File: src/rtl/calc_result_tx_if.sv
// Result-capture and byte-stream handshake bundle for calc_result_tx.
// The master modport is the producer/sink side; slave is the streamer.
interface calc_result_tx_if;
  logic       in_valid;
  logic       in_ready;
  logic [3:0] in_c;
  logic       in_sign;
  logic       in_zero;
  logic       in_div0;
  logic       in_op;
  logic       tx_valid;
  logic       tx_ready;
  logic [7:0] tx_data;
  logic       tx_last;

  modport master (
    output in_valid, in_c, in_sign, in_zero, in_div0, in_op, tx_ready,
    input  in_ready, tx_valid, tx_data, tx_last
  );

  modport slave (
    input  in_valid, in_c, in_sign, in_zero, in_div0, in_op, tx_ready,
    output in_ready, tx_valid, tx_data, tx_last
  );
endinterface

File: src/rtl/calc_result_tx.sv
// Streams one ALU result as a 5-byte ASCII line (op, sign, digit, flag, LF),
// cross-checks the ALU flags against the result and counts completed lines.
module calc_result_tx (
  input  logic              clk,
  input  logic              rst_n,
  calc_result_tx_if.slave   bus,
  output logic [7:0]        frame_cnt,
  output logic              check_err
);

  typedef enum logic [2:0] {IDLE, OP, SIGN, DIGIT, FLAG, EOL} state_t;

  state_t     state, state_nxt;
  logic [3:0] c_q;
  logic       zero_q, div0_q, op_q;
  logic [3:0] mag;
  logic       cap, acc, flag_bad;

  assign cap      = bus.in_valid && bus.in_ready;
  assign acc      = bus.tx_valid && bus.tx_ready;
  assign mag      = c_q[3] ? (~c_q + 4'd1) : c_q;
  assign flag_bad = (bus.in_sign != bus.in_c[3]) || (bus.in_zero != (bus.in_c == 4'b0000));

  always_ff @(posedge clk) begin
    if (!rst_n) begin
      state     <= IDLE;
      c_q       <= 4'd0;
      zero_q    <= 1'b0;
      div0_q    <= 1'b0;
      op_q      <= 1'b0;
      frame_cnt <= 8'd0;
      check_err <= 1'b0;
    end else begin
      state <= state_nxt;
      if (cap) begin
        c_q    <= bus.in_c;
        zero_q <= bus.in_zero;
        div0_q <= bus.in_div0;
        op_q   <= bus.in_op;
        if (flag_bad) check_err <= 1'b1;
      end
      if (state == EOL && acc) frame_cnt <= frame_cnt + 8'd1;
    end
  end

  // Output bytes decode from the captured registers only, so they hold
  // steady under backpressure and never see the live in_* inputs.
  always_comb begin
    state_nxt    = state;
    bus.in_ready = 1'b0;
    bus.tx_valid = 1'b1;
    bus.tx_data  = 8'h00;
    bus.tx_last  = 1'b0;
    case (state)
      IDLE: begin
        bus.tx_valid = 1'b0;
        bus.in_ready = rst_n;
        if (cap) state_nxt = OP;
      end
      OP: begin
        bus.tx_data = op_q ? 8'h53 : 8'h41;
        if (acc) state_nxt = SIGN;
      end
      SIGN: begin
        bus.tx_data = c_q[3] ? 8'h2D : 8'h2B;
        if (acc) state_nxt = DIGIT;
      end
      DIGIT: begin
        bus.tx_data = 8'h30 + {4'h0, mag};
        if (acc) state_nxt = FLAG;
      end
      FLAG: begin
        bus.tx_data = div0_q ? 8'h45 : (zero_q ? 8'h5A : 8'h4E);
        if (acc) state_nxt = EOL;
      end
      EOL: begin
        bus.tx_data = 8'h0A;
        bus.tx_last = 1'b1;
        if (acc) state_nxt = IDLE;
      end
      default: begin
        bus.tx_valid = 1'b0;
        state_nxt    = IDLE;
      end
    endcase
  end

endmodule
File: src/flat_wrapper.sv
// flat-port wrapper written by rule: the top's interface ports become plain ports
module calc_result_tx_flat 
  (clk, rst_n, frame_cnt, check_err, bus_in_valid, bus_in_c, bus_in_sign, bus_in_zero, bus_in_div0, bus_in_op, bus_tx_ready, bus_in_ready, bus_tx_valid, bus_tx_data, bus_tx_last);
  calc_result_tx_if bus_i ();
  input  logic clk;
  input  logic rst_n;
  output logic [7:0] frame_cnt;
  output logic check_err;
  input wire logic [$bits(bus_i.in_valid)-1:0] bus_in_valid;
  input wire logic [$bits(bus_i.in_c)-1:0] bus_in_c;
  input wire logic [$bits(bus_i.in_sign)-1:0] bus_in_sign;
  input wire logic [$bits(bus_i.in_zero)-1:0] bus_in_zero;
  input wire logic [$bits(bus_i.in_div0)-1:0] bus_in_div0;
  input wire logic [$bits(bus_i.in_op)-1:0] bus_in_op;
  input wire logic [$bits(bus_i.tx_ready)-1:0] bus_tx_ready;
  output wire logic [$bits(bus_i.in_ready)-1:0] bus_in_ready;
  output wire logic [$bits(bus_i.tx_valid)-1:0] bus_tx_valid;
  output wire logic [$bits(bus_i.tx_data)-1:0] bus_tx_data;
  output wire logic [$bits(bus_i.tx_last)-1:0] bus_tx_last;
  assign bus_i.in_valid = bus_in_valid;
  assign bus_i.in_c = bus_in_c;
  assign bus_i.in_sign = bus_in_sign;
  assign bus_i.in_zero = bus_in_zero;
  assign bus_i.in_div0 = bus_in_div0;
  assign bus_i.in_op = bus_in_op;
  assign bus_i.tx_ready = bus_tx_ready;
  assign bus_in_ready = bus_i.in_ready;
  assign bus_tx_valid = bus_i.tx_valid;
  assign bus_tx_data = bus_i.tx_data;
  assign bus_tx_last = bus_i.tx_last;
  calc_result_tx u_core (.clk(clk), .rst_n(rst_n), .bus(bus_i), .frame_cnt(frame_cnt), .check_err(check_err));
endmodule
File: config.mk
export PLATFORM = sky130hd
export DESIGN_NAME = calc_result_tx_flat
export DESIGN_NICKNAME = d
export VERILOG_FILES = /design/src/rtl/calc_result_tx_if.sv /design/src/rtl/calc_result_tx.sv /design/src/flat_wrapper.sv
export SDC_FILE = /design/constraint.sdc
export NUM_CORES = 1
export LEC_CHECK = 0
export CAP_MARGIN = 5
export CORE_AREA = 2 2 52 54
export DETAILED_ROUTE_END_ITERATION = 12
export DIE_AREA = 0 0 54 56
export PLACE_DENSITY_LB_ADDON = 0.2
export REMOVE_ABC_BUFFERS = 1
export SLEW_MARGIN = 10
export SYNTH_ARGS = -nofsm -noshare
export SYNTH_HDL_FRONTEND = slang
export SYNTH_SLANG_ARGS = --single-unit
File: constraint.sdc
create_clock -name clk -period 1.8 [get_ports clk]
set_input_delay 0.27 -clock clk [delete_from_list [all_inputs] [get_ports clk]]
set_output_delay 0.27 -clock clk [all_outputs]
set_load 0.01 [all_outputs]
== Word level (Yosys, flattened, before mapping) ==
Cells that the tools add are included.

* Output and inout bits: 20
* Register bits: 19
* Logic and storage cells: 49
* Input bits: 12

* Add/sub/neg operators: 3
* Bitwise operators: 1
* Multiplexer cells: 16
* Eq/ne operators: 13
* Reduce and logical (&&, ||, !) cells: 9

{| class="wikitable"
|+ Operator list
! kind !! count
|-
| case mux 8 bit (5 select lines) || 1
|-
| 2-to-1 mux 3 bit || 7
|-
| case mux 3 bit (6 select lines) || 1
|-
| != test 2 x 1 -> 1 bit, second input constant || 6
|-
| 2-to-1 mux 5 bit || 2
|-
| adder 8 x 1 -> 8 bit, second input constant || 1
|-
| 2-to-1 mux 8 bit || 1
|-
| adder 6 x 4 -> 7 bit, first input constant || 1
|-
| == test 3 x 2 -> 1 bit, second input constant || 2
|-
| == test 3 bit, second input constant || 2
|-
| AND reduction 6 bit || 1
|-
| OR reduction 5 bit || 1
|-
| adder 4 x 1 -> 4 bit, second input constant || 1
|-
| logical NOT 4 bit || 1
|-
| 2-to-1 mux 4 bit || 1
|-
| NOT 4 bit || 1
|-
| == test 3 x 1 -> 1 bit, second input constant || 1
|-
| logical AND 1 bit || 3
|-
| logical NOT 3 bit || 1
|-
| 2-to-1 mux 1 bit || 3
|-
| != test 1 bit || 2
|-
| AND reduction 2 bit || 1
|-
| logical OR 1 bit || 1
|}

== Longest topological paths before layout ==
Gate-level depths: netlist (run 1).

* Word-level depth: 6
* Mapped depth: 5
* Depth with buffers taken out: 5

== Worst setup path after synthesis (run 1) ==
No wires, ideal clock.

* Path kind: register to output
* From: register u_core.state[2]
* To: output port bus_tx_data[3]
* Data required time: 1.530 ns
* Setup slack: 0.290 ns
* Cell stages (with the launch flop): 5
* Data arrival time: 1.240 ns
* Path buffers: 2
* Path through: dfxtp_1 clkbuf_1 buf_1 o21ai_0 o22ai_1

* Longest elaborated chain between the ends: 2
* Elaborated cells between the ends (all ways): 6
* Those cells by class: eq/ne: 5; mux: 1

{| class="wikitable"
|+ Ends and longest elaborated chain
! element !! RTL line !! source
|-
| start: declaration || calc_result_tx.sv:13 || <nowiki>state_t state, state_nxt;</nowiki>
|-
| start signal: assignment || calc_result_tx.sv:34 || <nowiki>state <= state_nxt;</nowiki>
|-
| == test 3 bit, or another cell as far along || calc_result_tx.sv:54 || <nowiki>case (state)</nowiki>
|-
| case mux 8 bit (5 select lines) * || calc_result_tx.sv:54 ||
|-
| end: declaration || flat_wrapper.sv:18 || <nowiki>output wire logic [$bits(bus_i.tx_data)-1:0] bus_tx_data;</nowiki>
|}

Mark *: on every way between the ends. The rest lies on a longest branch, timed or not.

== Final worst setup path (run 1) ==
* From: register u_core.c_q[1]
* To: output port bus_tx_data[2]

* Longest elaborated chain between the ends: 5

{| class="wikitable"
|+ Ends and longest elaborated chain
! element !! RTL line !! source
|-
| start: declaration || calc_result_tx.sv:14 || <nowiki>logic [3:0] c_q;</nowiki>
|-
| start signal: assignment || calc_result_tx.sv:36 || <nowiki>c_q <= bus.in_c;</nowiki>
|-
| NOT 4 bit || calc_result_tx.sv:21 || <nowiki>assign mag = c_q[3] ? (~c_q + 4'd1) : c_q;</nowiki>
|-
| adder 4 x 1 -> 4 bit || calc_result_tx.sv:21 ||
|-
| 2-to-1 mux 4 bit * || calc_result_tx.sv:21 ||
|-
| adder 6 x 4 -> 7 bit * || calc_result_tx.sv:69 || <nowiki>bus.tx_data = 8'h30 + {4'h0, mag};</nowiki>
|-
| case mux 8 bit (5 select lines) * || calc_result_tx.sv:54 ||
|}

Marked as above.

==> metrics.md, run 1 <==
| Metric | Value |
|---|---|
| Diodes inserted | `0` |
| Post-route cell area | `1521 µm²` |
| Area Growth Syn to Fin | `42.39%` |
| Avg Inst Size Synth | `7.974 µm²` |
| Residual DRC | `0` |
| Clk sinks | `19` |
| Floorplan row count | `18` |
| Clk_lat worst skew | `0.31 ns` |
| DP HPWL | `1915 µm` |
| Synth Register Bits | `19` |
| Antenna violations before repair | `0` |
| Synth Area in XOR/XNOR | `2.459%` |
| Vias per inst | `5.429` |
| Chip height | `56 µm` |
| Synthesized instance count | `134` |
| WP data arrival | `1.56 ns` |
| Compound-cell area share of the yosys netlist | `19.56%` |
| Final Cycle Share | `101.9%` |
| GRT Residual Overflow | `0` |
| Post-synth EDFFs | `0` |
| Layout cell share with drive strength beyond 1 | `18.86%` |
| Critical path's most frequent cell | `a32o_1` |
| CTS tree | `done` |
| Pin count of the biggest net entering global routing | `15` |
| Initial core utilization | `43.93%` |
| Routability congestion estimate from global placement | `0.8490` |
| Seq/Total Area, Yosys | `35.60%` |
| Netlist Area Pre-Place | `1069 µm²` |
| Vias in the first global route | `1,086` |
| Ports | `32` |
| Routed via count | `1,113` |
| CP Launch Type | `register` |
| Maximum VDD drop | `0.6256 mV` |
| Final setup fails | `2` |
| DIE AREA | `3024 µm²` |
| Most frequent cells in the layout | `clkdlybuf4s50_1, nand2_1, buf_4, dfxtp_1, inv_1` |
| Slew Limit Fails | `0` |
| Critical path cell sequence | `inv_2 -> ha_4 -> nand2b_4 -> a32o_1 -> a32o_1 -> buf_2` |
| Final net count | `190` |
| Pwr Total | `0.9607 mW` |
| Crit path largest cell delay | `0.36 ns` |
| Commonest non-fill, non-tap cell in the layout | `clkdlybuf4s50_1` |
| Fmax achieved | `545.2 MHz` |
| Num CTS Buffers | `3` |
| WL/cell | `12.66 µm` |
| Worst Hold Class | `register to register` |
| CORE AREA | `2432 µm²` |
| CP Max Fanout | `2` |
| Tmin final | `1.834 ns` |
| Clock Tree Root | `clkbuf_4` |
| Failing checks | `negative setup slack` |
| Die X | `54 µm` |
| YS warnings | `0` |
| DR iter-0 viols | `15` |
| Final non-filler cell total | `205` |
| H-tree Lvls | `1` |
| Crit Path Category | `register to output port` |
| Largest family of logic cells by synthesized area | `simple AND/OR/NAND/NOR gates` |
| Max-Cap Viols | `0` |
| Setup Skew | `0.005033 ns` |
| RSZ-0062 raised after global routing | `yes` |
| Final Hold Vio Count | `0` |
| Final Core Density | `62.55%` |
| Post-DRT Antenna Nets | `0` |
| Post-Synth Simple-Gate Area | `22.72%` |
| CTS max path bufs | `2` |
| # port buffers | `30` |
| Critical path's slowest cell | `dfxtp_2` |
| Critical path endpoint category | `output port` |
| PwrDens | `631.4 nW/µm²` |
| Clock slew at reported path FFs | `0.12 ns` |
| Fin worst setup slack | `-0.03423 ns` |
| Post-DP Area | `1465 µm²` |
| Drt pass-1 iters | `4` |
| FFs w/ async S/R, synth | `0%` |
| Placed Cells | `199` |
| Fin Setup TNS | `-0.04120 ns` |
| GRT Total Usage | `19.51%` |
| Critical Path RT | `1.53 ns` |
| Yosys cell types | `38` |
| Status | `finished, violations left` |
| Cts hold-fix bufs | `0` |
| Top FF cell, synth | `dfxtp_1` |
| Static Leak | `0.6628 nW` |
| Mux share of post-synthesis cell area | `8.431%` |
| Final wirelength | `2595 µm` |
| Synth Area in Adders | `2.342%` |
| Global-route wire length before repair | `4478 µm` |
area by class of cell:
| class | instances | area (µm²) |
|---|---|---|
| well taps | 30 | 37.54 |
| clock inverters | 1 | 5.005 |
| flip-flops and latches | 19 | 391.6 |
| clock buffers | 3 | 22.52 |
| fillers | 217 | 910.9 |
| repair buffers | 44 | 382.9 |
| multi-input cells | 92 | 621.8 |
| inverters | 16 | 60.06 |
routing by layer:
metal	share of wire, %	vias to the layer above	track usage, %
li1	-	555	-
met1	45	530	23.92
met2	49	23	32.40
met3	4.1	5	2.957
met4	1.5	0	8.929
met5	0	-	0
flip-flops by register name, indices dropped and copies added (netlist names):
signal            count
u_core.c_q            4
u_core.div0_q         1
u_core.state          3
u_core.zero_q         1
u_core.check_err      1
u_core.frame_cnt      8
u_core.op_q           1
per-stage QoR:
step | setup slack [ns] | hold slack [ns]
6_report | -0.03423 | 0.4642
5_1_grt | -0.1009 | 0.4873
4_1_cts | -0.05649 | 0.4717
3_5_place_dp | -0.1552 | 0.4467
3_3_place_gp | -0.09926 | 0.4466
2_1_floorplan | -0.02645 | 0.3827
worst max-delay path: cells and delay by family, from the launching register on:
family / cells / cell delay, ns
compound gates: 2 / 0.43
flops: 1 / 0.36
buf+inv: 2 / 0.19
fa+ha+maj: 1 / 0.15
simple gates: 1 / 0.13
cells in the mapped netlist (all sizes together) (3+ instances only):
library cell | count | share of area (%)
nand2 | 17 | 6.0
mux2i | 9 | 8.4
buf | 3 | 1.5
o31ai | 6 | 4.2
nor3 | 3 | 1.4
clkbuf | 4 | 1.4
dfxtp | 19 | 36
nor2 | 8 | 2.8
or4 | 5 | 3.5
inv | 15 | 5.3
a21oi | 9 | 4.2
o21ai | 4 | 1.9
cells by family after synthesis:
kind of cell,count (synthesis)
and+or+nand+nor,46
AOI/OAI and AO/OA,31
buffers and inverters,23
DFF,19
muxes,9
xor gates and xnor gates,3
adders and majority gates,2
other,1
path summary, 6_finish.rpt:
path         slack (ns)  cells past startpoint                  end             start
max reg2reg        0.19                      5  u_core.frame_cnt[5]   u_core.state[1]
max               -0.03                      6       bus_tx_data[2]     u_core.c_q[1]
min                0.46                      2     u_core.check_err  u_core.check_err
min reg2reg        0.46                      2     u_core.check_err  u_core.check_err
repair_timing:
item,in CTS,in global routing
resized for setup,27,4
cloned,0,0
buffers inserted,0,2
endpoints found under the setup margin,10,5
pin swaps,3,1
report_power, final:
group	total (mW)	leakage [nW]	internal, mW	switching, mW
Clock	0.225	0.0177	0.0830	0.142
Sequential	0.474	0.157	0.445	0.0288
Combinational	0.262	0.488	0.141	0.121
No activity file was read; power rests on OpenSTA's default activity.
==> run 2: changes to the inputs <==
==> constraint.sdc (replaced) <==
create_clock -name clk -period 1.8 [get_ports clk]
set_input_delay 0.36 -clock clk [delete_from_list [all_inputs] [get_ports clk]]
set_output_delay 0.36 -clock clk [all_outputs]
set_load 0.01 [all_outputs]
==> metrics.md, run 2 (synthesis results as in run 1) <==
| Metric | Value |
|---|---|
| Initial core utilization | `43.93% (unchanged)` |
| Drt pass-1 iters | `4 (unchanged)` |
| Routability congestion estimate from global placement | `0.8559 (+0.81%)` |
| Critical path endpoint category | `output port` |
| Area Growth Syn to Fin | `46.25%` |
| Ports | `32 (unchanged)` |
| Fillcell total | `219 (+0.92%)` |
| CP Launch Type | `register` |
| Worst Hold Depth | `2 (unchanged)` |
| Tmin final | `1.900 ns (+0.06611 ns)` |
| Sw Pwr | `0.2860 mW (-1.9%)` |
| Worst Hold Class | `register to register` |
| CTS max path bufs | `2 (unchanged)` |
| Final setup fails | `2 (unchanged)` |
| Commonest non-fill, non-tap cell in the layout | `clkdlybuf4s50_1` |
| Post-route cell area | `1563 µm² (+2.7%)` |
| Static Leak | `0.6836 nW (+3.1%)` |
| RSZ-0062 raised after global routing | `yes` |
| Hold Path End | `u_core.zero_q` |
| Status | `finished, violations left` |
| Power share of the combinational group | `29.7% (+2.5 points)` |
| DP HPWL | `1886 µm (-1.5%)` |
| Layout cell share with drive strength beyond 1 | `23.33% (+4.5 points)` |
| Seq pwr share | `48.0% (-1.3 points)` |
| Placed Cells | `202 (+1.5%)` |
| Final Hold Vio Count | `0 (unchanged)` |
| Diodes inserted | `0 (unchanged)` |
| Switching share of power | `29.35% (-1.0 points)` |
| Vias in the first global route | `1,015 (-6.5%)` |
| Max-Cap Viols | `0 (unchanged)` |
| WP data arrival | `1.54 ns (-0.02 ns)` |
| Reg2reg start | `u_core.state[2]` |
| Clock slew at reported path FFs | `0.10 ns (-0.02 ns)` |
| Most frequent cells in the layout | `clkdlybuf4s50_1, buf_4, nand2_1, dfxtp_1, inv_1` |
| Die X | `54 µm (unchanged)` |
| WL/cell | `12.21 µm (-3.5%)` |
| Floorplan row count | `18 (unchanged)` |
| Fin worst setup slack | `-0.1003 ns (-0.06611 ns)` |
| Antenna violations before repair | `0 (unchanged)` |
| Final Cycle Share | `105.6% (+3.7 points)` |
| # port buffers | `30 (unchanged)` |
| Largest regs | `u_core.frame_cnt: 8 flops, u_core.c_q: 4 flops, u_core.state: 3 flops` |
| H-tree Lvls | `1 (unchanged)` |
| Final non-filler cell total | `210 (+2.4%)` |
| Final Core Density | `64.25% (+1.7 points)` |
| Residual DRC | `0 (unchanged)` |
| R2R cell count | `6 (+1)` |
| Clock Tree Root | `clkbuf_4` |
| Reg2Reg Setup Slack | `0.14 ns (-0.05 ns)` |
| CTS tree | `done` |
| Routed via count | `1,109 (-0.36%)` |
| Crit Path Category | `register to output port` |
| Cts hold-fix bufs | `0 (unchanged)` |
| Slew Limit Fails | `0 (unchanged)` |
| Final wirelength | `2564 µm (-1.2%)` |
| Post-DP Area | `1488 µm² (+1.5%)` |
| Max reg flops | `8 (unchanged)` |
| Clk sinks | `19 (unchanged)` |
| Pint | `0.6886 mW (+2.9%)` |
| DIE AREA | `3024 µm² (unchanged)` |
| Clk_lat worst skew | `0.30 ns (about the same)` |
| Num CTS Buffers | `3 (unchanged)` |
| Maximum VDD drop | `0.4871 mV (-22%)` |
| Vias per inst | `5.281 (-2.7%)` |
| GRT Residual Overflow | `0 (unchanged)` |
| Fmax achieved | `526.2 MHz (-3.5%)` |
| Chip height | `56 µm (unchanged)` |
| Global-route wire length before repair | `4098 µm (-8.5%)` |
| Most flop-heavy register | `u_core.frame_cnt` |
| CORE AREA | `2432 µm² (unchanged)` |
| Worst hold margin | `0.4674 ns (+0.003234 ns)` |
| Hold path startpoint | `u_core.zero_q` |
| CP Max Fanout | `2 (unchanged)` |
| Clock share of power | `22.3% (-1.2 points)` |
| Pin count of the biggest net entering global routing | `12 (-3)` |
| Critical Path RT | `1.44 ns (-0.09 ns)` |
| R2R Path End | `u_core.frame_cnt[6]` |
| Setup Skew | `0.007922 ns (+0.002889 ns)` |
| Failing checks | `negative setup slack` |
| DR iter-0 viols | `21 (+6)` |
| PwrDens | `623.6 nW/µm² (-1.2%)` |
| GRT Total Usage | `17.61% (-1.9 points)` |
| Final net count | `195 (+2.6%)` |
| Post-DRT Antenna Nets | `0 (unchanged)` |
==> run 2: changes by cell type in the layout (fill, tap and decap cells not counted), sizes merged <==
cell / change
dlygate4sd2: -4
clkbuf: +3
clkdlybuf4s15: +1
buf: +7
clkinv: -1
clkdlybuf4s50: -1
==> run 2: area by class of cell <==
type	instances	area (µm²)	share of cell area, %
clock buffer	4	26.28	1.681
sequential	19	394.1	25.22
multi-input combinational	92	635.6	40.67
timing repair buffer	49	409.1	26.18
tap	30	37.54	2.402
inverter	16	60.06	3.843
==> run 2: worst max-delay path by stage <==
stage,startpoint,to,depth (start not counted)
final,u_core.c_q[1],bus_tx_data[2],6
after global routing,u_core.c_q[1],bus_tx_data[2],6
after CTS,u_core.c_q[0],bus_tx_data[2],6
after detailed placement,rst_n,bus_in_ready,3
after global placement,rst_n,bus_in_ready,3
after floorplan,u_core.state[2],u_core.frame_cnt[5],3
==> run 2: stage by stage <==
stage	TNS (ns)	total power, mW	setup WS, ns
global placement	-0.5991	0.7467	-0.2206
floorplan	-0.07931	0.6018	-0.02645
detailed placement	-0.7514	0.7540	-0.2366
finish	-0.1726	0.9746	-0.1003
CTS	-0.2833	0.9711	-0.1602
global route	-0.3509	1.032	-0.1847
==> run 2: worst max-delay path, cell delays in order, from the launching register on <==
cell      delay [ns]
dfxtp_2         0.35
inv_2           0.05
ha_4            0.15
nand2b_4        0.13
a32o_1          0.24
a32o_1          0.20
buf_2           0.13
==> run 2: routing by layer <==
metal / part of all wire [%] / routed length, µm / vias up / GRT usage [%]
met3: 4.9 / 125 / 6 / 5.108
met2: 49 / 1248 / 25 / 28.05
li1: - / - / 571 / -
met4: 1.3 / 33 / 0 / 5.000
met5: 0 / 0 / - / 0
met1: 45 / 1157 / 507 / 22.61
==> run 2: power groups by stage <==
stage	registers, mW	logic, mW	clock network (mW)
after CTS	0.467	0.278	0.227
after global placement	0.476	0.271	0
final	0.467	0.290	0.217
after global routing	0.471	0.316	0.245
after detailed placement	0.477	0.277	0
after floorplan	0.484	0.118	0
==> run 2: repair_timing <==
item / 4_1_cts / 5_1_grt
setup buffers: 3 / 1
gates resized for setup: 34 / 14
pin swaps: 0 / 4
endpoints found under the setup margin: 10 / 7
==> run 3: changes to the inputs <==
--- a/config.mk
+++ b/config.mk
@@ -9,8 +9,8 @@
 export CORE_AREA = 2 2 52 54
 export DETAILED_ROUTE_END_ITERATION = 12
 export DIE_AREA = 0 0 54 56
+export HOLD_SLACK_MARGIN = 0.03
 export PLACE_DENSITY_LB_ADDON = 0.2
-export REMOVE_ABC_BUFFERS = 1
 export SLEW_MARGIN = 10
 export SYNTH_ARGS = -nofsm -noshare
 export SYNTH_HDL_FRONTEND = slang
==> metrics.md, run 3 (synthesis results as in run 1) <==
| Metric | Value |
|---|---|
| DIE AREA | `3024 µm² (unchanged)` |
| Final setup fails | `2 (unchanged)` |
| Critical Path RT | `1.44 ns (about the same)` |
| GRT Total Usage | `19.74% (+2.1 points)` |
| Ports | `32 (unchanged)` |
| DP HPWL | `1960 µm (+4.0%)` |
| Pin count of the biggest net entering global routing | `12 (unchanged)` |
| Static Leak | `0.6837 nW (about the same)` |
| Pre-CTS setup slack | `-0.2365 ns (+0.00007900 ns)` |
| Clk sinks | `19 (unchanged)` |
| Final wirelength | `2738 µm (+6.8%)` |
| Drt pass-1 iters | `4 (unchanged)` |
| Clock Tree Root | `clkbuf_4` |
| Max reg flops | `8 (unchanged)` |
| RSZ-0062 raised after global routing | `yes` |
| Fmax achieved | `521.0 MHz (-1.0%)` |
| DR iter-0 viols | `22 (+4.8%)` |
| Antenna violations before repair | `0 (unchanged)` |
| Clock slew at reported path FFs | `0.11 ns (about the same)` |
| Mapped Nets | `148` |
| Pwr Total | `0.9829 mW (+0.85%)` |
| Final non-filler cell total | `209 (-0.48%)` |
| GRT Residual Overflow | `0 (unchanged)` |
| Final Cycle Share | `106.6% (+1.1 points)` |
| Largest regs | `u_core.frame_cnt: 8 flops, u_core.c_q: 4 flops, u_core.state: 3 flops` |
| Clk_lat worst skew | `0.30 ns (about the same)` |
| Final net count | `194 (-0.51%)` |
| # port buffers | `30 (unchanged)` |
| Placed Cells | `202 (unchanged)` |
| Failing checks | `negative setup slack` |
| Diodes inserted | `0 (unchanged)` |
| Slew Limit Fails | `0 (unchanged)` |
| Most flop-heavy register | `u_core.frame_cnt` |
| Crit Path Category | `register to output port` |
| Die X | `54 µm (unchanged)` |
| Post-DRT Antenna Nets | `0 (unchanged)` |
| Maximum VDD drop | `0.5452 mV (+12%)` |
| Status | `finished, violations left` |
| PwrDens | `628.9 nW/µm² (+0.85%)` |
| Vias per inst | `5.459 (+3.4%)` |
| CTS max path bufs | `2 (unchanged)` |
| Vias in the first global route | `1,076 (+6.0%)` |
| WL/cell | `13.10 µm (+7.3%)` |
| Final Hold Vio Count | `0 (unchanged)` |
| Max-Cap Viols | `0 (unchanged)` |
| Setup Skew | `0.001846 ns (-0.006076 ns)` |
| Chip height | `56 µm (unchanged)` |
| Residual DRC | `0 (unchanged)` |
| Tmin final | `1.919 ns (+0.01915 ns)` |
| Fin worst setup slack | `-0.1195 ns (-0.01915 ns)` |
| Num CTS Buffers | `3 (unchanged)` |
| Area Growth Syn to Fin | `46.25% (unchanged)` |
| Routability congestion estimate from global placement | `0.7248 (-15%)` |
| Routed via count | `1,141 (+2.9%)` |
| CP Launch Type | `register` |
| H-tree Lvls | `1 (unchanged)` |
| Layout cell share with drive strength beyond 1 | `23.46% (+0.13 points)` |
| Commonest non-fill, non-tap cell in the layout | `clkdlybuf4s50_1` |
| Global-route wire length before repair | `4581 µm (+12%)` |
| Most frequent cells in the layout | `clkdlybuf4s50_1, buf_4, nand2_1, inv_1, dfxtp_1` |
| CTS tree | `done` |
| Critical path endpoint category | `output port` |
| Floorplan row count | `18 (unchanged)` |
| CP Max Fanout | `2 (unchanged)` |
| WP data arrival | `1.56 ns (+0.02 ns)` |
| CORE AREA | `2432 µm² (unchanged)` |
| Worst Hold Class | `register to register` |
| Initial core utilization | `43.93% (unchanged)` |
[run 3: cell count changes in the layout (fill, tap and decap cells not counted), sizes merged]
| cell | delta |
|---|---|
| clkinv | +1 |
| dlygate4sd2 | +1 |
| buf | -1 |
| clkbuf | -2 |
[run 3: per-layer routing]
layer	part of all wire, %	wire length (µm)	up-vias	track usage [%]
met5	0	0	-	0
met4	1.0	28	0	5.357
met3	3.9	106	4	5.645
met2	51	1402	24	31.71
met1	44	1200	547	25.29
li1	-	-	566	-
[run 3: final cells by class]
type | count | area, µm²
clock inverters | 1 | 5.005
flip-flops and latches | 19 | 395.4
multi-input cells | 92 | 640.6
well taps | 30 | 37.54
clock buffers | 3 | 22.52
fillers | 223 | 869.6
inverters | 16 | 60.06
repair buffers | 48 | 401.6
[run 3: stage by stage]
step / cell area (µm²) / util (%) / TNS, ns / hold slack (ns)
global route: 1563 / 64.25 / -0.4169 / 0.4980
global placement: 1488 / 61.16 / -0.5998 / 0.4470
floorplan: 1069 / - / 0 / 0.4380
CTS: 1531 / 62.96 / -0.3210 / 0.4775
finish: 1563 / 64.25 / -0.1800 / 0.4682
detailed placement: 1488 / 61.16 / -0.7773 / 0.4612
[run 3: power breakdown]
group | internal [mW] | leakage [nW] | total [mW] | switching, mW
registers | 0.445 | 0.158 | 0.471 | 0.0259
logic | 0.155 | 0.508 | 0.288 | 0.133
clock network | 0.0830 | 0.0177 | 0.224 | 0.141
total | 0.683 | 0.684 | 0.983 | 0.300
[run 3: final timing paths]
check	startpoint	endpoint	slack, ns	cells past startpoint
worst max-delay path	u_core.c_q[0]	bus_tx_data[2]	-0.12	6
worst min-delay path	u_core.div0_q	u_core.div0_q	0.47	2
worst min register to register	u_core.div0_q	u_core.div0_q	0.47	2
worst max register to register	u_core.state[1]	u_core.frame_cnt[5]	0.16	5
[run 3: timing repair]
| action | CTS | global route |
|---|---|---|
| pin swaps | 0 | 3 |
| setup endpoints to repair | 10 | 7 |
| cloned | 0 | 0 |
| endpoints found under the hold margin | 0 | 0 |
| hold buffers | 0 | 0 |
| setup buffers | 1 | 2 |
| gates resized for setup | 29 | 19 |
[run 3: worst max-delay path: stages (launching register included)]
cell,delay [ns]
dfxtp_2,0.36
inv_2,0.04
ha_4,0.15
nand2b_4,0.12
a32o_1,0.24
a32o_1,0.21
buf_2,0.13
